**src/rtl/md5_search_pkg.sv**
```systemverilog
// Shared types and constants for the MD5 brute-force search controller.
package md5_search_pkg;

    localparam int         PIPE_LAT_DEF = 64;
    localparam int         CAND_W_DEF   = 40;
    localparam logic [7:0] PAD_BYTE     = 8'h80;
    localparam int         LEN_WORD_LSB = 448;
    localparam int         MATCH_CNT_W  = 8;

    typedef enum logic [1:0] {
        ST_IDLE  = 2'd0,
        ST_RUN   = 2'd1,
        ST_DRAIN = 2'd2
    } state_t;

endpackage

```
**src/rtl/md5_search_ctrl_if.sv**
```systemverilog
// Host and pipeline signals of md5_search_ctrl; MD5_SEARCH_CONTINUE_EN adds match_cnt.
interface md5_search_ctrl_if #(
    parameter int CAND_W = md5_search_pkg::CAND_W_DEF
);
    import md5_search_pkg::*;

    logic              start;
    logic              abort;
    logic [127:0]      target_digest;
    logic [CAND_W-1:0] range_base;
    logic [CAND_W-1:0] range_count;
    logic              pipe_valid;
    logic [511:0]      pipe_m;
    logic [127:0]      pipe_digest;
    logic              busy;
    logic              done;
    logic              found;
    logic [CAND_W-1:0] found_cand;
    logic [CAND_W-1:0] tested_count;
`ifdef MD5_SEARCH_CONTINUE_EN
    logic [MATCH_CNT_W-1:0] match_cnt;
`endif

    modport slave (
        input  start, abort, target_digest, range_base, range_count, pipe_digest,
`ifdef MD5_SEARCH_CONTINUE_EN
        output match_cnt,
`endif
        output pipe_valid, pipe_m, busy, done, found, found_cand, tested_count
    );

    modport master (
        output start, abort, target_digest, range_base, range_count, pipe_digest,
`ifdef MD5_SEARCH_CONTINUE_EN
        input  match_cnt,
`endif
        input  pipe_valid, pipe_m, busy, done, found, found_cand, tested_count
    );

endinterface

```
**src/rtl/md5_tag_delay.sv**
```systemverilog
// Fixed-latency {valid,cand} delay line matching the hash pipeline, with flush
// and a running count of valid entries still in flight.
module md5_tag_delay #(
    parameter int DEPTH = 64,
    parameter int W     = 40
) (
    input  logic                         clk,
    input  logic                         rst_n,
    input  logic                         flush,
    input  logic                         in_valid,
    input  logic [W-1:0]                 in_cand,
    output logic                         out_valid,
    output logic [W-1:0]                 out_cand,
    output logic [$clog2(DEPTH+1)-1:0]   inflight
);
    localparam int CNT_W = $clog2(DEPTH + 1);

    logic [DEPTH-1:0] vld_r;
    logic [W-1:0]     cand_r [DEPTH];
    logic [CNT_W-1:0] cnt_r;

    // Shift tags one stage per clock; flush drops everything including the incoming tag
    always_ff @(posedge clk or negedge rst_n) begin
        if (!rst_n) begin
            vld_r <= '0;
            cnt_r <= '0;
            for (int i = 0; i < DEPTH; i++) cand_r[i] <= '0;
        end else if (flush) begin
            vld_r <= '0;
            cnt_r <= '0;
            for (int i = 0; i < DEPTH; i++) cand_r[i] <= '0;
        end else begin
            vld_r     <= {vld_r[DEPTH-2:0], in_valid};
            cand_r[0] <= in_cand;
            for (int i = 1; i < DEPTH; i++) cand_r[i] <= cand_r[i-1];
            cnt_r     <= cnt_r + CNT_W'(in_valid) - CNT_W'(vld_r[DEPTH-1]);
        end
    end

    assign out_valid = vld_r[DEPTH-1];
    assign out_cand  = cand_r[DEPTH-1];
    assign inflight  = cnt_r;

endmodule

```
**src/rtl/md5_search_ctrl.sv**
```systemverilog
// Brute-force search sequencer for a fixed-latency MD5 pipeline.
// Define MD5_SEARCH_CONTINUE_EN to keep searching after a match and count matches.
module md5_search_ctrl
    import md5_search_pkg::*;
#(
    parameter int PIPE_LAT = PIPE_LAT_DEF,
    parameter int CAND_W   = CAND_W_DEF
) (
    input  logic              clk,
    input  logic              rst_n,
    md5_search_ctrl_if.slave  bus
);
    localparam int CNT_W = $clog2(PIPE_LAT + 1);

    state_t             state_r, state_s;
    logic [127:0]       target_r;
    logic [CAND_W-1:0]  next_cand_r, remain_r, issue_cand_s;
    logic               pipe_valid_r, done_r, found_r;
    logic [511:0]       pipe_m_r;
    logic [CAND_W-1:0]  found_cand_r, tested_r;
    logic               issue_s, load_s, done_s, flush_s, cmp_s, hit_s, stop_s, drain_last_s;
    logic               tag_valid_s;
    logic [CAND_W-1:0]  tag_cand_s;
    logic [CNT_W-1:0]   inflight_s;

    // Single-block MD5 padding: candidate bytes, 0x80 marker, 32-bit bit length
    function automatic logic [511:0] pad_block(input logic [CAND_W-1:0] cand);
        logic [511:0] blk;
        blk                      = '0;
        blk[CAND_W-1:0]          = cand;
        blk[CAND_W +: 8]         = PAD_BYTE;
        blk[LEN_WORD_LSB +: 32]  = 32'(CAND_W);
        return blk;
    endfunction

    md5_tag_delay #(.DEPTH(PIPE_LAT), .W(CAND_W)) u_tag (
        .clk       (clk),
        .rst_n     (rst_n),
        .flush     (flush_s),
        .in_valid  (pipe_valid_r),
        .in_cand   (pipe_m_r[CAND_W-1:0]),
        .out_valid (tag_valid_s),
        .out_cand  (tag_cand_s),
        .inflight  (inflight_s)
    );

    // abort discards a compare landing in the same cycle
    assign cmp_s        = tag_valid_s && (state_r != ST_IDLE) && !bus.abort;
    assign hit_s        = cmp_s && (bus.pipe_digest == target_r);
    assign drain_last_s = (inflight_s == CNT_W'(tag_valid_s));
`ifdef MD5_SEARCH_CONTINUE_EN
    assign stop_s = 1'b0;
`else
    assign stop_s = hit_s;
`endif

    // Next-state, issue and completion decisions
    always_comb begin
        state_s      = state_r;
        issue_s      = 1'b0;
        issue_cand_s = next_cand_r;
        load_s       = 1'b0;
        done_s       = 1'b0;
        case (state_r)
            ST_IDLE: begin
                if (bus.start) begin
                    load_s = 1'b1;
                    if (bus.range_count == '0) begin
                        done_s = 1'b1;
                    end else begin
                        state_s      = ST_RUN;
                        issue_s      = 1'b1;
                        issue_cand_s = bus.range_base;
                    end
                end else begin
                    state_s = ST_IDLE;
                end
            end
            ST_RUN: begin
                if (bus.abort || stop_s) begin
                    state_s = ST_IDLE;
                    done_s  = 1'b1;
                end else if (remain_r == '0) begin
                    state_s = ST_DRAIN;
                end else begin
                    issue_s = 1'b1;
                end
            end
            ST_DRAIN: begin
                if (bus.abort || stop_s || drain_last_s) begin
                    state_s = ST_IDLE;
                    done_s  = 1'b1;
                end else begin
                    state_s = ST_DRAIN;
                end
            end
            default: begin
                state_s = ST_IDLE;
            end
        endcase
        flush_s = (state_r != ST_IDLE) && (state_s == ST_IDLE);
    end

    // FSM state, issue stream and latched search parameters
    always_ff @(posedge clk or negedge rst_n) begin
        if (!rst_n) begin
            state_r      <= ST_IDLE;
            pipe_valid_r <= 1'b0;
            pipe_m_r     <= '0;
            next_cand_r  <= '0;
            remain_r     <= '0;
            target_r     <= '0;
            done_r       <= 1'b0;
        end else begin
            state_r      <= state_s;
            pipe_valid_r <= issue_s;
            done_r       <= done_s;
            if (issue_s) begin
                pipe_m_r    <= pad_block(issue_cand_s);
                next_cand_r <= issue_cand_s + CAND_W'(1);
            end
            if (load_s) begin
                target_r <= bus.target_digest;
                remain_r <= bus.range_count - CAND_W'(1);
            end else if (issue_s) begin
                remain_r <= remain_r - CAND_W'(1);
            end
        end
    end

    // Match bookkeeping; found_cand only takes the first hit after a start
    always_ff @(posedge clk or negedge rst_n) begin
        if (!rst_n) begin
            found_r      <= 1'b0;
            found_cand_r <= '0;
            tested_r     <= '0;
        end else if (load_s) begin
            found_r      <= 1'b0;
            found_cand_r <= '0;
            tested_r     <= '0;
        end else begin
            if (cmp_s) tested_r <= tested_r + CAND_W'(1);
            if (hit_s && !found_r) begin
                found_r      <= 1'b1;
                found_cand_r <= tag_cand_s;
            end
        end
    end

`ifdef MD5_SEARCH_CONTINUE_EN
    logic [MATCH_CNT_W-1:0] match_cnt_r;

    // Saturating match counter
    always_ff @(posedge clk or negedge rst_n) begin
        if (!rst_n) begin
            match_cnt_r <= '0;
        end else if (load_s) begin
            match_cnt_r <= '0;
        end else if (hit_s && (match_cnt_r != {MATCH_CNT_W{1'b1}})) begin
            match_cnt_r <= match_cnt_r + MATCH_CNT_W'(1);
        end
    end

    assign bus.match_cnt = match_cnt_r;
`endif

    assign bus.pipe_valid   = pipe_valid_r;
    assign bus.pipe_m       = pipe_m_r;
    assign bus.busy         = (state_r != ST_IDLE);
    assign bus.done         = done_r;
    assign bus.found        = found_r;
    assign bus.found_cand   = found_cand_r;
    assign bus.tested_count = tested_r;

endmodule

```
**src/flat_wrapper.sv**
```systemverilog
// flat-port wrapper written by rule: the top's interface ports become plain ports
module md5_search_ctrl_flat import md5_search_pkg::*;
#(
    parameter int PIPE_LAT = PIPE_LAT_DEF,
    parameter int CAND_W   = CAND_W_DEF
)
  (clk, rst_n, bus_start, bus_abort, bus_target_digest, bus_range_base, bus_range_count, bus_pipe_digest, bus_pipe_valid, bus_pipe_m, bus_busy, bus_done, bus_found, bus_found_cand, bus_tested_count);
  md5_search_ctrl_if #(.CAND_W(CAND_W)) bus_i ();
  input  logic clk;
  input  logic rst_n;
  input wire logic [$bits(bus_i.start)-1:0] bus_start;
  input wire logic [$bits(bus_i.abort)-1:0] bus_abort;
  input wire logic [$bits(bus_i.target_digest)-1:0] bus_target_digest;
  input wire logic [$bits(bus_i.range_base)-1:0] bus_range_base;
  input wire logic [$bits(bus_i.range_count)-1:0] bus_range_count;
  input wire logic [$bits(bus_i.pipe_digest)-1:0] bus_pipe_digest;
  output wire logic [$bits(bus_i.pipe_valid)-1:0] bus_pipe_valid;
  output wire logic [$bits(bus_i.pipe_m)-1:0] bus_pipe_m;
  output wire logic [$bits(bus_i.busy)-1:0] bus_busy;
  output wire logic [$bits(bus_i.done)-1:0] bus_done;
  output wire logic [$bits(bus_i.found)-1:0] bus_found;
  output wire logic [$bits(bus_i.found_cand)-1:0] bus_found_cand;
  output wire logic [$bits(bus_i.tested_count)-1:0] bus_tested_count;
  assign bus_i.start = bus_start;
  assign bus_i.abort = bus_abort;
  assign bus_i.target_digest = bus_target_digest;
  assign bus_i.range_base = bus_range_base;
  assign bus_i.range_count = bus_range_count;
  assign bus_i.pipe_digest = bus_pipe_digest;
  assign bus_pipe_valid = bus_i.pipe_valid;
  assign bus_pipe_m = bus_i.pipe_m;
  assign bus_busy = bus_i.busy;
  assign bus_done = bus_i.done;
  assign bus_found = bus_i.found;
  assign bus_found_cand = bus_i.found_cand;
  assign bus_tested_count = bus_i.tested_count;
  md5_search_ctrl #(.PIPE_LAT(PIPE_LAT), .CAND_W(CAND_W)) u_core (.clk(clk), .rst_n(rst_n), .bus(bus_i));
endmodule
```
**config.mk**
```make
export PLATFORM = sky130hd
export DESIGN_NAME = md5_search_ctrl_flat
export DESIGN_NICKNAME = d
export VERILOG_FILES = /design/src/rtl/md5_search_pkg.sv /design/src/rtl/md5_search_ctrl_if.sv /design/src/rtl/md5_tag_delay.sv /design/src/rtl/md5_search_ctrl.sv /design/src/flat_wrapper.sv
export SDC_FILE = /design/constraint.sdc
export NUM_CORES = 2
export LEC_CHECK = 0
export ABC_AREA = 1
export CORE_ASPECT_RATIO = 0.7
export CORE_MARGIN = 2
export CORE_UTILIZATION = 55
export CTS_CLUSTER_DIAMETER = 30
export CTS_CLUSTER_SIZE = 30
export DETAILED_ROUTE_END_ITERATION = 7
export PLACE_DENSITY_LB_ADDON = 0.15
export SLEW_MARGIN = 10
export SYNTH_ARGS = -nofsm -noshare
export SYNTH_HDL_FRONTEND = slang
export SYNTH_SLANG_ARGS = --single-unit
```
**constraint.sdc**
```tcl
create_clock -name clk -period 2.8 [get_ports clk]
set_input_delay 0.28 -clock clk [delete_from_list [all_inputs] [get_ports clk]]
set_output_delay 0.28 -clock clk [all_outputs]
set_load 0.005 [all_outputs]
```
Word-level counts from Yosys, hierarchy flattened:

Cells that the tools add are included.

* bits in registers: 2965
* input bits: 340
* logic and storage cells: 135

* add/sub/neg operators: 6
* equal/unequal tests: 4
* mux-type cells: 32
* reductions and logical operators: 17

Operators by type and width (number)
* $mux W2560: 1
* $mux W40: 9
* $eq A128 B128 Y1: 1
* $add A40 B1 Y40 const B: 2
* $logic_not A40 Y1: 2
* $sub A40 B1 Y40 const B: 2
* $mux W64: 1
* $mux W1: 12
* $mux W2: 5
* $reduce_bool A2 Y1: 4
* $add A7 B1 Y7: 1
* $eq A7 B1 Y1: 1
* $mux W7: 1
* $sub A7 B1 Y7: 1
* $pmux W2 S3: 1
* $logic_and A1 B1 Y1: 5
* $logic_not A2 Y1: 2
* $pmux W1 S3: 1
* $eq A2 B1 Y1 const B: 1
* $eq A2 B2 Y1 const B: 1
* $logic_not A1 Y1: 2
* $logic_or A1 B1 Y1: 2
* $pmux W1 S2: 1

Longest topological paths before layout:

* depth after elaboration: 11
* gate-level depth with buffers: 19
* mapped depth without buffers: 18

Hierarchy:

From an unflattened synthesis, not the netlist that was laid out.

* cell total of the unflattened synthesis: 11180
* area total of the unflattened synthesis: 111020.2 um2

Modules (own cells, without submodules)
* md5_tag_delay: instances 1, cells an instance 8273, area an instance 89099.2 um2, seq. area each 65838.1 um2
* md5_search_ctrl: instances 1, cells an instance 2907, area an instance 21921.0 um2, seq. area each 8358.0 um2

Worst setup path after synthesis:

Ideal clock, no wire load.

* path type: register to register
* from: reg u_core.state_r[1]
* to: reg u_core.next_cand_r[20]
* data arrival time: 2341 ps
* data required time: 2683 ps
* slack: 342 ps
* stages on the path, launching flop included: 18
* buffers on the path: 2
* period minus slack after synthesis: 2458 ps
* cell sequence: dfrtp_1 -> nor2_4 -> nand2_4 -> buf_6 -> o21bai_4 -> buf_6 -> nand2_1 -> o21ai_1 -> inv_1 -> ha_1 -> nand2_1 -> nor2_2 -> nand2_2 -> nor2_2 -> nand2_1 -> xnor2_1 -> nand2_1 -> nand2_1

* elaborated cells between the ends (all ways): 11
* classes of those cells: add/sub: 1; eq/ne: 1; mux: 3; reduce/logical: 6

RTL lines
* start: declaration: line md5_search_ctrl.sv:15 `state_t state_r, state_s;`
* start signal: assignment: line md5_search_ctrl.sv:115 `state_r <= state_s;`
* $logic_not A2 Y1: line md5_search_ctrl.sv:64 `case (state_r)`
* $mux W40: line md5_search_ctrl.sv:64
* net u_core.issue_cand_s[0]: line md5_search_ctrl.sv:17 `logic [CAND_W-1:0] next_cand_r, remain_r, issue_cand_s;`
* $add A40 B1 Y40: line md5_search_ctrl.sv:120 `next_cand_r <= issue_cand_s + CAND_W'(1);`
* end signal: assignment: line md5_search_ctrl.sv:120
* end: declaration: line md5_search_ctrl.sv:17

The timed path passes the listed nets, and every way through them passes these cells.
A chain may end at the register's enable or synchronous reset.

Final worst setup path:

* from: reg u_core.remain_r[11]
* to: reg u_core.u_tag.cand_r[1991] (netlist bit)

* cells in the longest elaborated chain, start to end: 7

RTL lines
* start: declaration: line md5_search_ctrl.sv:17
* start signal: assignment: line md5_search_ctrl.sv:124 `remain_r <= bus.range_count - CAND_W'(1);`
* start signal: assignment: line md5_search_ctrl.sv:126 `remain_r <= remain_r - CAND_W'(1);`
* $logic_not A40 Y1: line md5_search_ctrl.sv:83 `end else if (remain_r == '0) begin`
* $mux W2: line md5_search_ctrl.sv:83
* $mux W2: line md5_search_ctrl.sv:80 `if (bus.abort || stop_s) begin`
* $pmux W2 S3: line md5_search_ctrl.sv:64
* $logic_not A2 Y1: line md5_search_ctrl.sv:101 `flush_s = (state_r != ST_IDLE) && (state_s == ST_IDLE);`
* $logic_and A1 B1 Y1: line md5_search_ctrl.sv:101
* $mux W2560: line md5_tag_delay.sv:28 `end else if (flush) begin`
* end: declaration: line md5_tag_delay.sv:19 `logic [W-1:0] cand_r [DEPTH];`

Every way passes these cells.

==> reports/metrics.cfg <==
[placed_design]
gp_congestion = 0.905
hpwl_um = 132000
port_buffers = 466
placed_cell_area_um2 = 118000

[power_and_ir_drop]
power.leakage_nw = 66.6
p_sw_share_pct = 24.9
total_power_mw = 114
vdd_drop_max_mv = 0.679
powerDensity_nw_per_um2 = 837
power_frac_comb_pct = 10.6
seqPwrFrac_pct = 40.5
clkPwrFrac_pct = 48.9
internal-power_mw = 85.7
switching_power_mw = 28.4

[sta]
setup_ws_ps = -161
worstMarginPinSlew_ps = 971
period_minus_slack_ps = 2960
hold_violations = 0
timing.final.crit_share_pct = 106
rsz0062_at_grt = true
clock.fmax_mhz = 338
relSlewSlack_pct = 35.3
slew_violations = 0
fin_skew_ps = 44.1
setup-violations-final = 1483

[hold_path]
timing.hold.worst.start = bus_target_digest[49]
hold_class = primary input to register
hold_path_end = u_core.target_r[49]
min_path_cells = 3

[yosys]
synth-edff-count = 0
synth_ff_type = dfrtp_1
ys_warn_count = 0
syn_area_um2 = 110000
ys_seq_area_share_pct = 67.5
syn_avg_cell_area_um2 = 9.87
synth_cell_type_count = 50
synth_area_leaders = dfrtp_1 (67%), nor2_1 (9.7%), inv_1 (9.7%), buf_4 (5.0%), nand2_1 (3.1%)
async_reset_ff_share_pct = 100
synth_top_area_share_pct = 67.5
synth_top_cell_by_area = dfrtp_1
ys_ff_latch = 2965
synthCells = 11100

[clocking]
cts_num_sinks = 2965
cts_root_buffer = clkbuf_16
insertion_delay_ps = 870
tritoncts = built
clock_path_buffers = 4
clkTransAtPathRegs_ps = 50
htreeDepth = 5
cts_buffers = 430

[global_routing]
grt_max_degree = 186
grt_pass1_vias = 68700
grt_pass1_wl_um = 349000
grt-ovfl-total = 0
antenna_found_initial = 11
grtUsageTotal_pct = 21.2

[worst_setup_path]
crit_path_start_kind = register
path_class = register to register
regToRegSetupSlack_ps = -160
worst_ep_required_time_ps = 3520
r2r-end = u_core.u_tag.cand_r[1991]
crit_fanout = 8
r2r_cells = 15
rr_startpoint = u_core.remain_r[11]
cp.arrival_ps = 3680
crit_start = u_core.remain_r[11]
crit_path_end_kind = register

[drt]
drt_wl_total_um = 217000
wl_per_cell_um = 14.2
antenna_left = 0
drt_iter0_drc = 4640
via_per_inst = 4.39
via_count = 67400
drc_errors = 0
drtPass1Iterations = 5

[cells_and_area]
layout.cells.most_common = dfrtp_1
fin_area_um2 = 136000
n_fill_cell = 14500
drive_gt1_share_pct = 11.5
nets = 12700
syn2layout_area_growth_pct = 24.0
final_cell_mix = dfrtp_1 (2960), inv_1 (2843), nor2_1 (2840)

[status]
violations = negative setup slack
outcome = finished, violations left

[floorplanning]
io_pins = 936
dieArea_um2 = 204000
die_height_um = 378
start_util_pct = 55.3
coreArea_um2 = 199000
rows = 137
fp.dieW_um = 538

[job]
maxCapViolCount = 0

==> critical path, cell delays in order, from the launching register on <==
cell and delay, ps:
dfrtp_1 390, nor4_2 370, buf_4 170, nand4_1 150
nor3_2 260, buf_4 160, nor2_1 50, nand3_1 130
nand2_2 90, nor2_4 130, buf_12 150, buf_16 150
buf_16 170, clkbuf_16 220, clkbuf_16 170, nor2_1 40
==> stage by stage <==
stage / hold slack, ps / setup WS [ps] / utilization [%] / std cells / setup TNS (ps)
3_3_place_gp: 312 / -772 / 59.5 / 14400 / -1818090
6_report: 48.4 / -161 / 68.5 / 15300 / -110370
4_1_cts: 4.87 / -96.9 / 67.9 / 15300 / -49620
3_5_place_dp: 307 / -818 / 59.5 / 14400 / -1865020
5_1_grt: 21.8 / -255 / 68.5 / 15300 / -339050
2_1_floorplan: -15.6 / 342 / - / 11600 / 0
==> power groups by stage <==
stage	registers [mW]	logic (mW)	clock network [mW]
2_1_floorplan	46.5	6.93	0
3_3_place_gp	46.9	10.9	0
3_5_place_dp	46.9	11.1	0
4_1_cts	46.2	11.5	56.8
5_1_grt	46.4	13.6	58.8
6_report	46.3	12.1	55.8
==> logic make-up after synthesis <==
| logic type | Yosys count | synth area share [%] |
|---|---|---|
| AOI/OAI and AO/OA | 259 | 1.26 |
| and+or+nand+nor | 4042 | 14.3 |
| adders and majority gates | 13 | 0.155 |
| other | 1 | 0.00341 |
| buffers and inverters | 3699 | 15.5 |
| DFF | 2965 | 67.5 |
| xor gates and xnor gates | 161 | 1.28 |
==> cells in the mapped netlist, types with 4 or more instances <==
library cell	n
o21ai_1	30
nand2_2	5
o21bai_1	4
nor2_1	2856
ha_1	12
nor2_2	17
clkbuf_1	51
nand4_1	32
o21a_1	12
buf_2	21
buf_1	7
nor3_1	32
nand2_1	905
inv_1	2843
buf_6	34
o21ai_0	166
nor2_4	6
buf_4	726
and2_1	4
nand3_1	130
nor4_1	22
nor3_2	4
a21oi_1	34
or2_2	18
dfrtp_1	2965
xor2_1	62
buf_8	11
inv_2	4
xnor2_1	99
==> area by class of cell <==
type / count / area [µm²] / share of cell area [%]
Clock inverter: 287 / 3620 / 2.65
Antenna cell: 6 / 15.0 / 0.0110
Tap cell: 2641 / 3300 / 2.42
Clock buffer: 512 / 11700 / 8.55
Sequential cell: 2965 / 74200 / 54.4
Inverter: 2848 / 10700 / 7.85
Multi-Input combinational cell: 4944 / 20700 / 15.2
Timing Repair Buffer: 1143 / 12200 / 8.94
==> flip-flops by register name, indices dropped and copies added (netlist names) <==
name                     cells
u_core.bus.done              1
u_core.bus.found             1
u_core.bus.found_cand       40
u_core.bus.pipe_m           41
u_core.bus.pipe_valid        1
u_core.bus.tested_count     40
u_core.next_cand_r          40
u_core.remain_r             40
u_core.state_r               2
u_core.target_r            128
u_core.u_tag.cand_r       2520
u_core.u_tag.inflight        7
u_core.u_tag.out_cand       40
u_core.u_tag.vld_r          64
==> timing repair <==
item	4_1_cts	5_1_grt
gates cloned	4	33
gates resized for setup	35	80
pin swaps	2	16
endpoints found under the hold margin	1402	0
hold buffers	99	0
setup endpoints to repair	2636	2706
buffers inserted	11	17
==> worst max-delay path by stage <==
stage	to	slack [ps]	cells past startpoint
finish	u_core.u_tag.cand_r[1991]	-160	15
global route	u_core.u_tag.cand_r[2198]	-250	18
CTS	u_core.u_tag.cand_r[1736]	-100	14
detailed placement	u_core.u_tag.vld_r[63]	-820	18
global placement	u_core.u_tag.inflight[2]	-770	18
floorplan	u_core.next_cand_r[20]	340	17
==> routing by layer <==
metal | up-vias | global-route usage [%] | share of wire [%]
met3 | 405 | 3.62 | 4.6
li1 | 32900 | - | -
met2 | 1226 | 34.7 | 48
met4 | 4 | 6.40 | 2.5
met5 | - | 0 | 0.013
met1 | 32800 | 29.4 | 45
(Power assumes the default switching activity.)
